### config.mk
export PLATFORM = sky130hd
export DESIGN_NAME = fp_simd
export DESIGN_NICKNAME = d
export VERILOG_FILES = /design/src/rtl/ren_params.sv /design/src/rtl/fp22_alu.sv /design/src/rtl/fp_simd.sv
export SDC_FILE = /design/constraint.sdc
export NUM_CORES = 2
export LEC_CHECK = 0
export ABC_AREA = 1
export BUFFER_PORTS_ARGS = -buffer_cell sky130_fd_sc_hd__buf_4
export CAP_MARGIN = 20
export CORE_ASPECT_RATIO = 1.1
export CORE_MARGIN = 4
export CORE_UTILIZATION = 60
export CTS_BUF_LIST = sky130_fd_sc_hd__clkbuf_8 sky130_fd_sc_hd__clkbuf_16
export CTS_CLUSTER_DIAMETER = 120
export DETAILED_ROUTE_END_ITERATION = 10
export PLACE_DENSITY = 0.77
export SETUP_SLACK_MARGIN = 0.4
export SYNTH_ARGS = -nofsm -noshare
export SYNTH_HDL_FRONTEND = slang
export SYNTH_SLANG_ARGS = --single-unit
### constraint.sdc
create_clock -name clk -period 13.9 [get_ports clk]
set_input_delay 0.695 -clock clk [delete_from_list [all_inputs] [get_ports clk]]
set_output_delay 0.695 -clock clk [all_outputs]
set_load 0.02 [all_outputs]
### src/rtl/ren_params.sv
// ---------------------------------------------------------------------------
// ren_params: shared definitions for the 22-bit rendering float format.
//   Format : bit21 sign, bits[20:14] exponent (bias 63), bits[13:0] mantissa
//            with hidden leading 1. Exponent 0 reads as zero.
//   Holds  : opcode encodings, field widths, bias, common constants, the
//            lane ALU operation select, the fp_simd FSM state type and two
//            small helpers (leading-one position, result packing).
// ---------------------------------------------------------------------------
package ren_params;

  localparam int FP_LANE_W = 22;
  localparam int EXP_W     = 7;
  localparam int MAN_W     = 14;
  localparam int EXP_BIAS  = 63;

  localparam logic [2:0] op_add        = 3'd0;
  localparam logic [2:0] op_sub        = 3'd1;
  localparam logic [2:0] op_mul        = 3'd2;
  localparam logic [2:0] op_reduce_add = 3'd3;

  localparam logic [FP_LANE_W-1:0] fpHALF      = 22'h0F8000;
  localparam logic [FP_LANE_W-1:0] fpONE       = 22'h0FC000;
  localparam logic [FP_LANE_W-1:0] fpONEHALF   = 22'h0FE000;
  localparam logic [FP_LANE_W-1:0] fpTWO       = 22'h100000;
  localparam logic [FP_LANE_W-1:0] fpTWOHALF   = 22'h101000;
  localparam logic [FP_LANE_W-1:0] fpTHREE     = 22'h102000;
  localparam logic [FP_LANE_W-1:0] fpTHREEHALF = 22'h103000;
  localparam logic [FP_LANE_W-1:0] fpFOUR      = 22'h104000;

  typedef enum logic [1:0] {
    ALU_ADD = 2'd0,
    ALU_SUB = 2'd1,
    ALU_MUL = 2'd2
  } alu_op_e;

  typedef enum logic [1:0] {
    IDLE = 2'd0,
    EXEC = 2'd1,
    RED1 = 2'd2,
    RED2 = 2'd3
  } fsm_state_e;

  // Position of the most significant set bit (0 when the input is zero).
  function automatic logic [4:0] lead_one18(input logic [17:0] v);
    logic [4:0] pos;
    pos = 5'd0;
    for (int i = 0; i < 18; i++) begin
      if (v[i]) begin
        pos = i[4:0];
      end else begin
        pos = pos;
      end
    end
    return pos;
  endfunction

  // Assemble a result: underflow flushes to +0, overflow saturates to the
  // largest finite magnitude with the sign kept.
  function automatic logic [FP_LANE_W-1:0] fp_pack(input logic              sign,
                                                   input logic signed [9:0] exp,
                                                   input logic [MAN_W-1:0]  man);
    logic [FP_LANE_W-1:0] r;
    if (exp < 10'sd1) begin
      r = '0;
    end else if (exp > 10'sd127) begin
      r = {sign, {EXP_W{1'b1}}, {MAN_W{1'b1}}};
    end else begin
      r = {sign, exp[EXP_W-1:0], man};
    end
    return r;
  endfunction

endpackage

### src/rtl/fp22_alu.sv
// ---------------------------------------------------------------------------
// fp22_alu: combinational add / sub / mul on one 22-bit lane, truncating
// toward zero.
//   a_i, b_i : operands
//   op_i     : ALU_ADD, ALU_SUB (add with b's sign flipped) or ALU_MUL
//   res_o    : result; any zero result is +0 (all bits clear)
// ---------------------------------------------------------------------------
module fp22_alu
  import ren_params::*;
(
  input  logic [FP_LANE_W-1:0] a_i,
  input  logic [FP_LANE_W-1:0] b_i,
  input  alu_op_e              op_i,
  output logic [FP_LANE_W-1:0] res_o
);

  logic                  a_zero, b_zero, b_sign, swap, s_zero;
  logic                  sl, ss, sticky;
  logic [EXP_W-1:0]      el, es, ediff;
  logic [MAN_W:0]        ml, ms;
  logic [33:0]           s_wide;
  logic [16:0]           s_al;
  logic [17:0]           sum, norm;
  logic [4:0]            lead;
  logic signed [9:0]     add_exp, mul_exp;
  logic [29:0]           prod;
  logic [MAN_W-1:0]      mul_man;
  logic [FP_LANE_W-1:0]  add_res, mul_res;
  logic                  unused_bits;

  // Adder: order by magnitude, align the smaller operand with two guard bits
  // plus a sticky bit so the difference is floored exactly before truncation.
  always_comb begin
    a_zero = (a_i[20:14] == 7'd0);
    b_zero = (b_i[20:14] == 7'd0);
    b_sign = b_i[21] ^ (op_i == ALU_SUB);
    swap   = (b_i[20:0] > a_i[20:0]);
    if (swap) begin
      el = b_i[20:14]; ml = {1'b1, b_i[13:0]}; sl = b_sign;
      es = a_i[20:14]; ms = {1'b1, a_i[13:0]}; ss = a_i[21];
      s_zero = a_zero;
    end else begin
      el = a_i[20:14]; ml = {1'b1, a_i[13:0]}; sl = a_i[21];
      es = b_i[20:14]; ms = {1'b1, b_i[13:0]}; ss = b_sign;
      s_zero = b_zero;
    end
    ediff  = el - es;
    s_wide = {ms, 2'b00, 17'd0} >> ediff;
    s_al   = s_wide[33:17];
    sticky = (ediff > 7'd33) ? 1'b1 : (|s_wide[16:0]);
    if (sl == ss) begin
      sum = {1'b0, ml, 2'b00} + {1'b0, s_al};
    end else begin
      // Borrow the sticky bit so the result is floor(L - S), not L - floor(S).
      sum = {1'b0, ml, 2'b00} - {1'b0, s_al} - {17'd0, sticky};
    end
    lead    = lead_one18(sum);
    norm    = sum << (5'd17 - lead);
    add_exp = $signed({3'b000, el}) + $signed({5'b00000, lead}) - 10'sd16;
    if (a_zero && b_zero) begin
      add_res = '0;
    end else if (s_zero) begin
      add_res = {sl, el, ml[MAN_W-1:0]};
    end else if (sum == 18'd0) begin
      add_res = '0;
    end else begin
      add_res = fp_pack(sl, add_exp, norm[16:3]);
    end
  end

  // Multiplier: 15x15 mantissa product renormalises by at most one place.
  always_comb begin
    prod    = {15'd0, 1'b1, a_i[13:0]} * {15'd0, 1'b1, b_i[13:0]};
    mul_man = prod[29] ? prod[28:15] : prod[27:14];
    mul_exp = $signed({3'b000, a_i[20:14]}) + $signed({3'b000, b_i[20:14]})
              - 10'sd63 + (prod[29] ? 10'sd1 : 10'sd0);
    if (a_zero || b_zero) begin
      mul_res = '0;
    end else begin
      mul_res = fp_pack(a_i[21] ^ b_i[21], mul_exp, mul_man);
    end
  end

  // Result select.
  always_comb begin
    case (op_i)
      ALU_ADD, ALU_SUB: res_o = add_res;
      ALU_MUL:          res_o = mul_res;
      default:          res_o = '0;
    endcase
  end

  assign unused_bits = ^{norm[17], norm[2:0], prod[13:0]};

endmodule

### src/rtl/fp_simd.sv
// ---------------------------------------------------------------------------
// fp_simd: 4-lane SIMD add/sub/mul and horizontal reduce-add on 22-bit floats.
//   clk      : rising-edge clock
//   rst_n    : synchronous reset, active HIGH despite the name
//   i_en     : start request, sampled in IDLE
//   i_in1/2  : operands, lane 0 in the top 22 bits
//   i_opcode : 0 add, 1 sub, 2 mul, 3 reduce_add, 4..7 give zero lanes
//   o_output : result register, held between operations
//   o_valid  : one-cycle pulse when o_output is written
//   o_busy   : high while an operation is in flight
// ---------------------------------------------------------------------------
module fp_simd
  import ren_params::*;
#(
  parameter int SIMD_WIDTH = 4,
  parameter int FP_W       = 22
) (
  input  logic                       clk,
  input  logic                       rst_n,
  input  logic                       i_en,
  input  logic [SIMD_WIDTH*FP_W-1:0] i_in1,
  input  logic [SIMD_WIDTH*FP_W-1:0] i_in2,
  input  logic [2:0]                 i_opcode,
  output logic [SIMD_WIDTH*FP_W-1:0] o_output,
  output logic                       o_valid,
  output logic                       o_busy
);

  fsm_state_e                        state_q;
  logic [SIMD_WIDTH*FP_W-1:0]        in1_q, in2_q, out_q;
  logic [2:0]                        op_q;
  logic [SIMD_WIDTH-1:0][FP_W-1:0]   acc_q;
  logic                              valid_q, busy_q;

  logic [SIMD_WIDTH-1:0][FP_W-1:0]   alu_a, alu_b, alu_res;
  alu_op_e                           alu_op [SIMD_WIDTH];
  alu_op_e                           lane_op;
  logic [SIMD_WIDTH*FP_W-1:0]        exec_out;

  for (genvar g = 0; g < SIMD_WIDTH; g++) begin : g_lane
    fp22_alu u_alu (
      .a_i   (alu_a[g]),
      .b_i   (alu_b[g]),
      .op_i  (alu_op[g]),
      .res_o (alu_res[g])
    );
  end

  // Lane ALU inputs: latched operands in EXEC; lanes 0/1 become the
  // reduction adders in RED1 and lane 0 alone in RED2.
  always_comb begin
    case (op_q)
      op_add:                lane_op = ALU_ADD;
      op_sub, op_reduce_add: lane_op = ALU_SUB;
      op_mul:                lane_op = ALU_MUL;
      default:               lane_op = ALU_ADD;
    endcase
    for (int i = 0; i < SIMD_WIDTH; i++) begin
      alu_a[i]  = in1_q[(SIMD_WIDTH-1-i)*FP_W +: FP_W];
      alu_b[i]  = in2_q[(SIMD_WIDTH-1-i)*FP_W +: FP_W];
      alu_op[i] = lane_op;
    end
    case (state_q)
      RED1: begin
        alu_a[0] = acc_q[0]; alu_b[0] = acc_q[1]; alu_op[0] = ALU_ADD;
        alu_a[1] = acc_q[2]; alu_b[1] = acc_q[3]; alu_op[1] = ALU_ADD;
      end
      RED2: begin
        alu_a[0] = acc_q[0]; alu_b[0] = acc_q[1]; alu_op[0] = ALU_ADD;
      end
      default: begin
        alu_a[0] = alu_a[0];
      end
    endcase
  end

  // Element-wise result vector; unsupported opcodes give all-zero lanes.
  always_comb begin
    exec_out = '0;
    for (int i = 0; i < SIMD_WIDTH; i++) begin
      if (op_q == op_add || op_q == op_sub || op_q == op_mul) begin
        exec_out[(SIMD_WIDTH-1-i)*FP_W +: FP_W] = alu_res[i];
      end else begin
        exec_out[(SIMD_WIDTH-1-i)*FP_W +: FP_W] = '0;
      end
    end
  end

  // Control FSM with registered result, valid and busy.
  always_ff @(posedge clk) begin
    if (rst_n) begin
      state_q <= IDLE;
      in1_q   <= '0;
      in2_q   <= '0;
      op_q    <= op_add;
      acc_q   <= '0;
      out_q   <= '0;
      valid_q <= 1'b0;
      busy_q  <= 1'b0;
    end else begin
      valid_q <= 1'b0;
      case (state_q)
        IDLE: begin
          if (i_en) begin
            in1_q   <= i_in1;
            in2_q   <= i_in2;
            op_q    <= i_opcode;
            busy_q  <= 1'b1;
            state_q <= EXEC;
          end else begin
            busy_q  <= 1'b0;
          end
        end
        EXEC: begin
          if (op_q == op_reduce_add) begin
            acc_q   <= alu_res;
            state_q <= RED1;
          end else begin
            out_q   <= exec_out;
            valid_q <= 1'b1;
            busy_q  <= 1'b0;
            state_q <= IDLE;
          end
        end
        RED1: begin
          acc_q[0] <= alu_res[0];
          acc_q[1] <= alu_res[1];
          state_q  <= RED2;
        end
        RED2: begin
          out_q   <= {alu_res[0], {((SIMD_WIDTH-1)*FP_W){1'b0}}};
          valid_q <= 1'b1;
          busy_q  <= 1'b0;
          state_q <= IDLE;
        end
        default: begin
          busy_q  <= 1'b0;
          state_q <= IDLE;
        end
      endcase
    end
  end

  assign o_output = out_q;
  assign o_valid  = valid_q;
  assign o_busy   = busy_q;

endmodule

; ---- Yosys cells after proc, flatten, opt, wreduce, memory -nomap -nowiden
; Cells that the tools add are included.
[totals]
out_inout_bits = 90
inputBits = 182
ff_bits = 359
elab_cells = 329
[op_classes]
muxes = 171
mul = 4
bitwise_logic = 8
reduce_logical = 44
n_addsub = 40
n_eq_ne = 19
n_lt_le_gt_ge = 24
n_shift = 8
[ops]
columns = cell, n
row1 = 22-bit 2-to-1 mux, 32
row2 = 22-bit one-hot mux with 2 select lines, 4
row3 = 88-bit one-hot mux with 2 select lines, 1
row4 = 14-bit 2-to-1 mux, 12
row5 = 21-bit 2-to-1 mux, 8
row6 = 34-bit by 7-bit >> shifter with 34-bit output, 4
row7 = 4-bit 2-to-1 mux, 32
row8 = 15-bit by 15-bit multiplier with 30-bit output, 4
row9 = 88-bit 2-to-1 mux, 1
row10 = 44-bit one-hot mux with 2 select lines, 1
row11 = 21-bit greater-than comparator, 4
row12 = "10-bit by 8-bit greater-than comparator with 1-bit output, second input constant", 8
row13 = "10-bit by 2-bit less-than comparator with 1-bit output, second input constant", 8
row14 = 17-bit by 17-bit adder with 18-bit output, 4
row15 = 18-bit zero test, 4
row16 = 18-bit 2-to-1 mux, 4
row17 = 18-bit by 5-bit left shift with 17-bit output, 4
row18 = 17-bit by 17-bit subtractor with 18-bit output, 4
row19 = 18-bit by 1-bit subtractor with 18-bit output, 4
row20 = 17-bit OR reduction, 4
row21 = 7-bit zero test, 8
row22 = 7-bit 2-to-1 mux, 8
row23 = 3-bit 2-to-1 mux, 16
row24 = 44-bit 2-to-1 mux, 1
row25 = 30 further kinds, 138

; ---- Longest topological paths before layout
[depth]
word_depth = 40
depth_mapped = 91
mapped_depth_nobuf = 85

; ---- Hierarchy
; From an unflattened synthesis, not the netlist that was laid out.
[unflattened]
hier_cells = 10520
area_unflattened_um2 = 68763.4
[by_module_without_submodules]
columns = module, seq_area_each_um2, area_per_inst_um2, cells_per_inst, n_inst
row1 = fp_simd, 7186.9, 14755.4, 2136, 1
row2 = fp22_alu at g_lane[3].u_alu, 0.0, 13689.4, 2133, 1
row3 = fp22_alu at g_lane[2].u_alu, 0.0, 13480.4, 2109, 1
row4 = fp22_alu at g_lane[1].u_alu, 0.0, 13472.9, 2077, 1
row5 = fp22_alu at g_lane[0].u_alu, 0.0, 13365.3, 2065, 1

; ---- Worst setup path after synthesis
; OpenSTA, ideal clock, no wires.
[synth_timing]
kind = reg-to-reg
start = register with a tool-made name
end = register acc_q[27] (netlist name)
n_path_buf = 7
setup_time_ps = 114
path_stages_with_launch = 81
arrival_time_ps = 10274
required_time_ps = 13786
synth_period_minus_slack_ps = 10388
path_slack_ps = 3512
cell_sequence = dfxtp_1 buf_6 nand2_4 buf_2 buf_2 o21ai_1 clkinv_1 ha_1 nand2_1 nand2_1 nand2_1 nand2_1 a21oi_1 nand3_2 buf_4 nand3_1 nand3_2 ha_1 (+45 left out) o21bai_1 xor2_1 inv_1 ha_1 nand2_1 o21ai_0 nand2_1 inv_1 nor3b_1 a41oi_1 a21oi_2 inv_2 nand2_2 a21oi_1 nand2_1 nand2_1 o21bai_1 inv_1
[synth_rtl]
columns = item, line_no
row1 = "end signal, assigned", fp_simd.sv:116  ; acc_q <= alu_res;
row2 = "end, declared", fp_simd.sv:32  ; logic [SIMD_WIDTH-1:0][FP_W-1:0] acc_q;

; ---- Worst setup path after layout
[layout_timing]
start = register in1_q[25]
end = register out_q[43] (netlist: o_output[43])
[layout_via]
elab_chain_cells = 36
word_cells_on_any_way = 53
cone_classes = add/sub: 7 / mul: 1 / order compare: 4 / eq/ne: 1 / shift: 1 / mux: 37 / reduce/logical: 2
[layout_lines]
columns = item, line_no
row1 = "start, declared", fp_simd.sv:30  ; logic [SIMD_WIDTH*FP_W-1:0] in1_q, in2_q, out_q;
row2 = "start signal, assigned", fp_simd.sv:105  ; in1_q <= i_in1;
row3 = branches (longest 32 deep; another with 21-bit greater-than comparator), -
row4 = 22-bit one-hot mux with 2 select lines *, fp22_alu.sv:86  ; case (op_i)
row5 = 22-bit 2-to-1 mux *, fp_simd.sv:81  ; if (op_q == op_add || op_q == op_sub || op_q == op_mul) begin
row6 = 88-bit 2-to-1 mux *, fp_simd.sv:115  ; if (op_q == op_reduce_add) begin
row7 = 88-bit one-hot mux with 2 select lines *, fp_simd.sv:102  ; case (state_q)
row8 = "end signal, assigned", fp_simd.sv:119  ; out_q <= exec_out;
row9 = "end signal, assigned", fp_simd.sv:131  ; out_q <= {alu_res[0], {((SIMD_WIDTH-1)*FP_W){1'b0}}};
row10 = "end, declared", fp_simd.sv:30
; Mark *: on every way between the ends. The select of a mux whose other input is x is not followed.
; A chain may end at the register's enable or synchronous reset.

==> metrics.md <==
| Metric | Value |
|---|---|
| Synthesized area | `between 60000 and 70000 sq um` |
| Asr flop ratio synth | `0%` |
| Clock insertion delay at the later pin of the skew report | `approximately 0.65 ns` |
| Slowest-stage cell, CP | `dfxtp_2` |
| Post-synthesis cell type count | `76` |
| Synthesized flop and latch total | `roughly 360` |
| Root buffer cell | `clkbuf_16` |
| Sequential area share after synthesis | `between 10% and 20%` |
| Mean routed wirelength per cell | `between 15 and 20 um` |
| Largest net degree at the start of global routing | `between 150 and 200` |
| Final Wtd Congestion | `a little over 1` |
| CP Launch Type | `flip-flop` |
| Outcome | `complete, no violations` |
| Total of max-cap violations | `0` |
| Via density per instance | `a little under 6` |
| Reg clk slew, reported paths | `around 0.06 ns` |
| Vias | `between 60000 and 70000` |
| Worst setup path class | `reg -> reg` |
| Max-slew headroom | `14.08%` |
| Worst Path Arrival | `~13 ns` |
| Worst-margin pin slew | `between 1 and 1.5 ns` |
| Hold path cells | `3` |
| Die Wd | `325.2 um` |
| R2R cell count | `65` |
| Ranking of synthesized cells by area | `fa_1 (20%), ha_1 (14%), nand2_1 (13%), dfxtp_1 (11%), inv_1 (10%)` |
| Period utilization | `89.52%` |
| Layout Cells excl Fill | `~11000` |
| Minimum clock period | `12.44 ns` |
| Final ANT Viol Nets | `0` |
| First DRT Iteration DRCs | `about 6900` |
| Placed Area | `between 60000 and 70000 sq um` |
| FILL cells | `approximately 10000` |
| Final Skew | `between 0.06 and 0.07 ns` |
| Total GRT Usage | `38.12%` |
| Setup violations, final | `0` |
| Hold EP | `in2_q[45]$_SDFFE_PP0P_` |
| Vert. Die Dim | `approximately 360 um` |
| Mapped Cells | `9870` |
| FF-to-FF Start | `in1_q[25]$_SDFFE_PP0P_` |
| Slew Viols, Final | `0` |
| Yosys top cell by area | `fa_1` |
| Core Area | `~110000 sq um` |
| Power density over the cells | `roughly 160 nW/um^2` |
| Area share of the largest cell type after synthesis | `~20%` |
| # rows | `127` |
| DR pass1 iterations | `6` |
| Final hold viol count | `0` |
| Area of the multi-input gates | `slightly above 50000 sq um` |
| Layout area overhead | `6.873%` |
| TritonCTS Buffers | `43` |
| Maximum VDD drop | `~120 uV` |
| FF+latch area | `between 7000 and 8000 sq um` |
| Setup TNS | `0 ns` |
| Endpoint class of the critical path | `flip-flop` |
| Drt drc | `0` |
| Avg Cell Area, Syn | `6.729 sq um` |
| Leakage | `approximately 38 nW` |
| Slowest cell delay on critical path | `0.67 ns` |
| Nets | `approximately 12000` |
| Prevailing post-synth register cell | `dfxtp_1` |
| # diodes | `0` |
| Post-Route WL | `roughly 230 mm` |
| I/O Buffers | `271` |
| CP max FO | `28` |
| Net Count, Synth | `~11000` |
| CP most frequent cell | `nand2_1` |
| Clock Sinks | `about 360` |
| Yosys warns | `0` |
| Initial antenna violation count | `7` |
| Design area | `approximately 70000 sq um` |
| Post-synth EDFFs | `0` |
| Detail Placement HPWL | `between 150 and 200 mm` |
| Min-delay src | `i_in2[45]` |
| Reg2Reg Setup Slack | `about 1.5 ns` |
| HP Class | `in -> reg` |
| Max Buffers Root-to-Sink | `3` |
| Io pins | `272` |
| Die area | `between 100000 and 150000 sq um` |
| R2r endpoint | `o_output[43]$_SDFFE_PP0P_` |
| Vias in the first global route | `~64000` |
| Final global-route overflow total | `0` |
| Critical path required time | `about 14 ns` |
| TritonCTS clock tree | `built` |
| Placed cell count | `around 11000` |
| Fmax | `about 80 MHz` |
| RSZ-0062 raised after global routing | `false` |
| Hold_ws | `roughly 0.3 ns` |
| Starting density of the core | `slightly above 60%` |
| H-tree levels | `2` |
| Global-route wire length before repair | `about 350 mm` |
| Final core utilization | `between 60 and 70%` |
| Share of cells above drive strength 1 | `7.668%` |
## where the power goes
group / total (mW) / internal (mW) / switching, mW
logic: 9.04 / 2.92 / 6.12
registers: 1.24 / 1.13 / 0.108
clock network: 1.18 / 0.657 / 0.525
## cells by family (layout without fill, tap and decap cells)
kind of cell / after synthesis / in the layout / synth area share (%)
AND/OR/NAND/NOR: 3986 / 3988 / 25.44
buffers and inverters: 2314 / 2379 / 13.54
AO/OA/AOI/OAI: 1603 / 1603 / 13.23
flip-flops: 359 / 359 / 10.82
XOR/XNOR: 182 / 182 / 2.496
adder cells (fa/ha/maj): 1422 / 1422 / 34.42
multiplexers: 4 / 4 / 0.06029
## worst max-delay path, delay by kind of cell (launching register included)
kind | cells | cell delay (ns)
AOI/OAI and AO/OA | 17 | 3.55
buffers and inverters | 10 | 1.56
adders and majority gates | 7 | 1.98
xor gates and xnor gates | 2 | 0.37
DFF | 1 | 0.67
and+or+nand+nor | 29 | 4.19
## cells in the mapped netlist (15+ instances only)
cell	number
ha_1	747
nand2_4	15
nor2_1	651
o21bai_1	80
buf_1	16
nor3_1	37
a21oi_1	579
buf_4	22
o21ai_0	645
or2_2	58
clkbuf_1	285
nand3_1	616
fa_1	675
o21a_1	18
nand2_2	61
a211oi_1	24
o211ai_1	17
nor2_2	16
xor2_1	121
o31ai_1	18
inv_2	45
dfxtp_1	359
o21ai_1	85
nand2_1	2371
nor4_1	25
nand4_1	73
inv_1	1851
a31oi_1	35
xnor2_1	57
a21o_1	19
buf_2	60
buf_6	17
## worst max path at each step
stage,slack (ns),to,from,depth (start not counted)
after floorplan,3.51,acc_q[27]$_SDFFE_PP0P_,flip-flop,80
after global placement,1.12,o_output[78]$_SDFFE_PP0P_,flip-flop,65
after detailed placement,0.77,acc_q[30]$_SDFFE_PP0P_,flip-flop,76
after CTS,0.69,o_output[54]$_SDFFE_PP0P_,flip-flop,71
after global routing,0.38,acc_q[33]$_SDFFE_PP0P_,flip-flop,76
final,1.46,o_output[43]$_SDFFE_PP0P_,in1_q[25]$_SDFFE_PP0P_,65
## timing repair
action	CTS	global route
hold buffers	0	0
setup buffers	0	7
endpoints found under the setup margin	0	132
resized for setup	0	36
## per-layer routing
metal	vias to the layer above	routed length, um	global-route usage (%)
met5	-	34	0
met4	6	12490	17.72
met3	662	23050	7.870
met2	3330	100000	60.99
met1	30770	90450	49.81
li1	30860	-	-
## layout by cell type (no fill, tap or decap), types with 19 or more instances in the layout
cell type  instances
a31oi_1           35
inv_2             44
ha_1             743
xnor2_1           57
nor3_1            35
dfxtp_1          352
buf_4            385
nand2_1         2369
nor4_1            25
clkbuf_16         43
o21ai_0          635
nand3_1          616
nand4_1           73
a21oi_1          579
inv_1           1848
a21o_1            19
xor2_1           121
nor2_1           649
a211oi_1          24
o21ai_1           95
or2_2             58
fa_1             675
o21bai_1          80
nand2_2           63
## final cells by class
class / count / area share [%]
clock buffers: 51 / 1.671
clock inverters: 23 / 0.3578
inverters: 1913 / 10.17
multi-input cells: 7199 / 70.97
flip-flops and latches: 359 / 10.14
well taps: 1419 / 2.501
repair buffers: 391 / 4.183
repair inverters: 1 / 0.007051
## sequential cells by signal (all words and copies together), names as in the netlist, named ones only
signal and flops:
acc_q 88, in1_q 88, in2_q 88, o_busy 1, o_output 88, o_valid 1
op_q 3, state_q 1
## metrics by stage
step           setup slack [ns]  total power, mW
3_3_place_gp              1.116            9.943
2_1_floorplan             3.512            7.605
3_5_place_dp             0.7651            10.02
5_1_grt                  0.3758            12.51
6_report                  1.457            11.46
4_1_cts                  0.6880            11.26
Note: power is estimated with default switching activity, not from simulation.
